**config.mk**
```make
export PLATFORM = sky130hd
export DESIGN_NAME = pc_fetch_ctrl
export DESIGN_NICKNAME = d
export VERILOG_FILES = /design/src/rtl/pc_fetch_ctrl.sv
export SDC_FILE = /design/constraint.sdc
export NUM_CORES = 1
export LEC_CHECK = 0
export ABC_CLOCK_PERIOD_IN_PS = 2810
export CORE_MARGIN = 8
export CORE_UTILIZATION = 45
export DETAILED_ROUTE_END_ITERATION = 16
export MAX_ROUTING_LAYER = met4
export PLACE_DENSITY = 0.73
export SLEW_MARGIN = 20
export SYNTH_ARGS = -nofsm -noshare
export SYNTH_HDL_FRONTEND = slang
export SYNTH_SLANG_ARGS = --single-unit
```
**constraint.sdc**
```tcl
create_clock -name clk -period 2.81 [get_ports clk]
set_input_delay 0.281 -clock clk [delete_from_list [all_inputs] [get_ports clk]]
set_output_delay 0.281 -clock clk [all_outputs]
set_load 0.02 [all_outputs]
```
**src/rtl/pc_fetch_ctrl.sv**
```systemverilog
// PC/fetch sequencer for the instruction ROM: sequential advance, jumps, relative branches, stall/halt, fault.
// Latency: redirect decided in cycle n shows on prog_ctr after that edge; stall holds the PC with no other backpressure.
module pc_fetch_ctrl #(
    parameter int D          = 12,
    parameter int START_ADDR = 0,
    parameter int OFFW       = 6,
    parameter int CW         = 16
) (
    input  logic            clk,
    input  logic            rst_n,
    input  logic            start,
    input  logic            halt,
    input  logic            stall,
    input  logic            abs_jump,
    input  logic [D-1:0]    target,
    input  logic            rel_branch,
    input  logic            branch_taken,
    input  logic [OFFW-1:0] offset,
    output logic [D-1:0]    prog_ctr,
    output logic            running,
    output logic            done,
    output logic            fault,
    output logic [CW-1:0]   cycle_cnt
);

    localparam logic [D-1:0]  START_PC = D'(START_ADDR);
    localparam logic [D-1:0]  PC_MAX   = '1;
    localparam logic [CW-1:0] CNT_MAX  = '1;

    typedef enum logic [1:0] {S_IDLE, S_RUN, S_DONE, S_FAULT} state_t;

    state_t        state, state_nxt;
    logic [D-1:0]  pc_nxt;
    logic [CW-1:0] cnt_nxt;
    logic [D:0]    br_sum;

    // The true sum lies in (-2**D, 2**(D+1)), so bit D is set exactly when the target is out of range.
    assign br_sum = {1'b0, prog_ctr} + {{(D + 1 - OFFW){offset[OFFW-1]}}, offset};

    always_comb begin
        state_nxt = state;
        pc_nxt    = prog_ctr;
        cnt_nxt   = cycle_cnt;
        case (state)
            S_RUN: begin
                if (cycle_cnt != CNT_MAX) begin
                    cnt_nxt = cycle_cnt + CW'(1);
                end
                if (halt) begin
                    state_nxt = S_DONE;
                end else if (!stall) begin
                    if (abs_jump) begin
                        pc_nxt = target;
                    end else if (rel_branch && branch_taken) begin
                        if (br_sum[D]) begin
                            state_nxt = S_FAULT;
                        end else begin
                            pc_nxt = br_sum[D-1:0];
                        end
                    end else if (prog_ctr == PC_MAX) begin
                        state_nxt = S_FAULT;
                    end else begin
                        pc_nxt = prog_ctr + D'(1);
                    end
                end
            end
            default: begin
                if (start) begin
                    state_nxt = S_RUN;
                    pc_nxt    = START_PC;
                    cnt_nxt   = '0;
                end
            end
        endcase
    end

    always_ff @(posedge clk or negedge rst_n) begin
        if (!rst_n) begin
            state     <= S_IDLE;
            prog_ctr  <= START_PC;
            cycle_cnt <= '0;
            running   <= 1'b0;
            done      <= 1'b0;
            fault     <= 1'b0;
        end else begin
            state     <= state_nxt;
            prog_ctr  <= pc_nxt;
            cycle_cnt <= cnt_nxt;
            running   <= (state_nxt == S_RUN);
            done      <= (state_nxt == S_DONE);
            fault     <= (state_nxt == S_FAULT);
        end
    end

endmodule

```
==> qor.yml <==
dieArea_um2: 8070
r2r_start: "prog_ctr[0]"
avgSynthCellArea_um2: 8.58
dp_cells: 434
fin_skew_ns: 0.00842
yosysWarnings: 0
path_max_fanout: 4
power_mw: 2.65
fp.dieW_um: 89.8
tightestPinTransition_ns: 0.600
antenna_found_initial: 0
cts-root-buf: "clkbuf_8"
outcome: "finished, final reports clean"
die_h_um: 89.8
h-tree-depth: 2
clkSinkCount: 33
core_area_um2: 5370
cts_tree: "done"
clk_pin_slew_ns: 0.07
finalHoldViolations: 0
port_buffers: 56
final_core_util: 0.626
critPathKind: "input pin to register"
hold_path_class: "input pin to asynchronous set/reset pin"
rr_endpoint: "prog_ctr[8]"
dr_total_vias: 2456
maxCapViolations: 0
slowest_delay_ns: 0.46
ir_drop_v: 0.000378
fin_crit_sh: 0.942
final_nets: 410
hold_slack_ns: 0.396
num_antenna_cells: 0
area_growth_pct: 37.1
ys_types: 52
routedWlPerCell_um: 15.8
synthesis.area_um2: 2450
worst_r2r_path_depth: 10
drc_errors: 0
clock_power_share: 0.149
pin_count: 57
grt_pass1_wl_um: 12100
crit_required_ns: 2.99
grt_pass1_vias: 2560
start_util: 0.457
async_flop_share: 1.00
crit_arrival_ns: 2.82
crit_path_start_kind: "input pin"
fin_cells: 442
synth_top_area_cell: "dfrtp_1"
grt_max_degree: 34
cp-end-kind: "register"
yosysTopAreaCellShare: 0.337
synth_flop_cell: "dfrtp_1"
power.density_nw_per_um2: 787
rrSetupSlack_ns: 0.27
finalCriticalPeriod_ns: 2.65
clk_latency_ns: 0.29
drt-initial-drc-count: 160
ys_top_cells_by_area: "dfrtp_1 (34%), ha_1 (7.1%), xnor2_1 (6.1%)"
swShare: 0.421
preCtsSetupSlack_ns: -0.133
ys_ff_latch: 33
p_leak_nw: 1.41
gp_congestion: 0.888
synthMostInstantiatedCell: "dfrtp_1"
via_per_inst: 5.56
synth_common_cells: "dfrtp_1 (33), nor2_1 (29), a21oi_1 (23)"
placementRows: 27
crit_slowest_cell: "clkdlybuf4s50_1"
drtAntennaViolNets: 0
drive_gt1_frac: 0.114
clk_path_buf_depth: 2
ys_seq_area_frac: 0.337
syn-num-nets: 327
p_int_mw: 1.53
pwr-share-seq: 0.273
gr-usage-all-layers: 0.182
power_switching_mw: 1.11
fmax_ghz: 0.378
syn_inst: 286
post_cts_buffers: 0
rsz0062_at_grt: "true"
relSlewSlack: 0.600
power_frac_comb: 0.579
hpwl_um: 5450
setup_viol: 0
setup_ws_ns: 0.164
drt-pass1-iter-count: 4
path_cells: "clkdlybuf4s50_1 -> ha_1 -> inv_1 -> fa_1 -> nand2b_1 -> a21o_1 -> a211oi_1 -> or3_1 -> nand3_2 -> a21oi_2 -> mux2_2"
gr-total-overflow: 0
cts_buffers: 5
wirelength_um: 6980
synth_edf_count: 0
slew_viol_final: 0
==> cell type report <==
cell class,count,area [µm²]
fillers,470,2010
multi-input cells,229,1520
flip-flops and latches,33,826
repair buffers,83,763
clock buffers,7,96.3
well taps,72,90.1
inverters,17,63.8
clock inverters,1,5.00
==> layer usage <==
| metal | up-vias | track usage | wire [µm] |
|---|---|---|---|
| met5 | - | - | 0 |
| met4 | 0 | 0.0621 | 64 |
| met3 | 7 | 0.0316 | 344 |
| met2 | 77 | 0.284 | 3250 |
| met1 | 1142 | 0.233 | 3310 |
| li1 | 1230 | - | - |
==> timing repair <==
item | in CTS | in global routing
endpoints found under the setup margin | 0 | 1
resized for setup | 0 | 0
hold buffers | 0 | 0
==> layout by cell type, fill, tap and decap left out, types with 3 or more instances in the layout <==
cell and n:
clkbuf_8 7, xor2_1 7, nand4_1 5, o211ai_1 3, a211oi_1 8, nor4_1 4, nor2_1 29, nand2b_1 4
or3_1 5, xnor2_1 17, nand3_1 11, o21a_1 3, o21ai_0 17, nand2_1 19, nor3_1 5, a21oi_1 23
a21o_1 5, buf_4 27, o2bb2ai_1 8, inv_1 17, clkdlybuf4s50_1 56, dfrtp_1 33, and3_1 3, and2_1 5
ha_1 14
==> cells by family after synthesis <==
| group | Yosys count | synth area share |
|---|---|---|
| AOI/OAI and AO/OA | 90 | 0.246 |
| xor gates and xnor gates | 24 | 0.0857 |
| muxes | 3 | 0.0133 |
| DFF | 33 | 0.337 |
| and+or+nand+nor | 97 | 0.195 |
| buffers and inverters | 24 | 0.0439 |
| adders and majority gates | 15 | 0.0796 |
==> worst max path at each step <==
| stage | startpoint | depth (start not counted) | endpoint | slack, ns |
|---|---|---|---|---|
| 6_report | offset[0] | 11 | prog_ctr[8] | 0.16 |
| 5_1_grt | offset[0] | 12 | prog_ctr[9] | -0.007 |
| 4_1_cts | offset[0] | 11 | prog_ctr[8] | 0.14 |
| 3_5_place_dp | offset[0] | 11 | prog_ctr[8] | -0.13 |
| 3_3_place_gp | offset[0] | 11 | prog_ctr[6] | -0.06 |
| 2_1_floorplan | prog_ctr[0] | 10 | prog_ctr[6] | 0.16 |
==> sequential cells by signal, indices dropped and copies added (netlist names) <==
register,count
prog_ctr,12
done,1
cycle_cnt,16
running,1
fault,1
state,2
==> worst max-delay path, delay by kind of cell <==
family	cells	cell delay [ns]
mux	1	0.36
simple gates	3	0.45
compound gates	3	0.67
fa+ha+maj	2	0.54
buf+inv	2	0.51
==> power groups by stage <==
stage	Sequential (mW)	Clock [mW]	Combinational, mW
floorplan	0.852	0	0.766
finish	0.722	0.393	1.53
global route	0.738	0.416	1.69
CTS	0.722	0.403	1.54
detailed placement	0.730	0	1.53
global placement	0.728	0	1.50
==> through the flow <==
step                      cell area [µm²]  setup TNS (ns)
after detailed placement             3260          -0.803
after global routing                 3360        -0.00740
after CTS                            3360               0
final                                3360               0
after global placement               3260          -0.141
after floorplan                      2450               0
(Power assumes the default switching activity.)
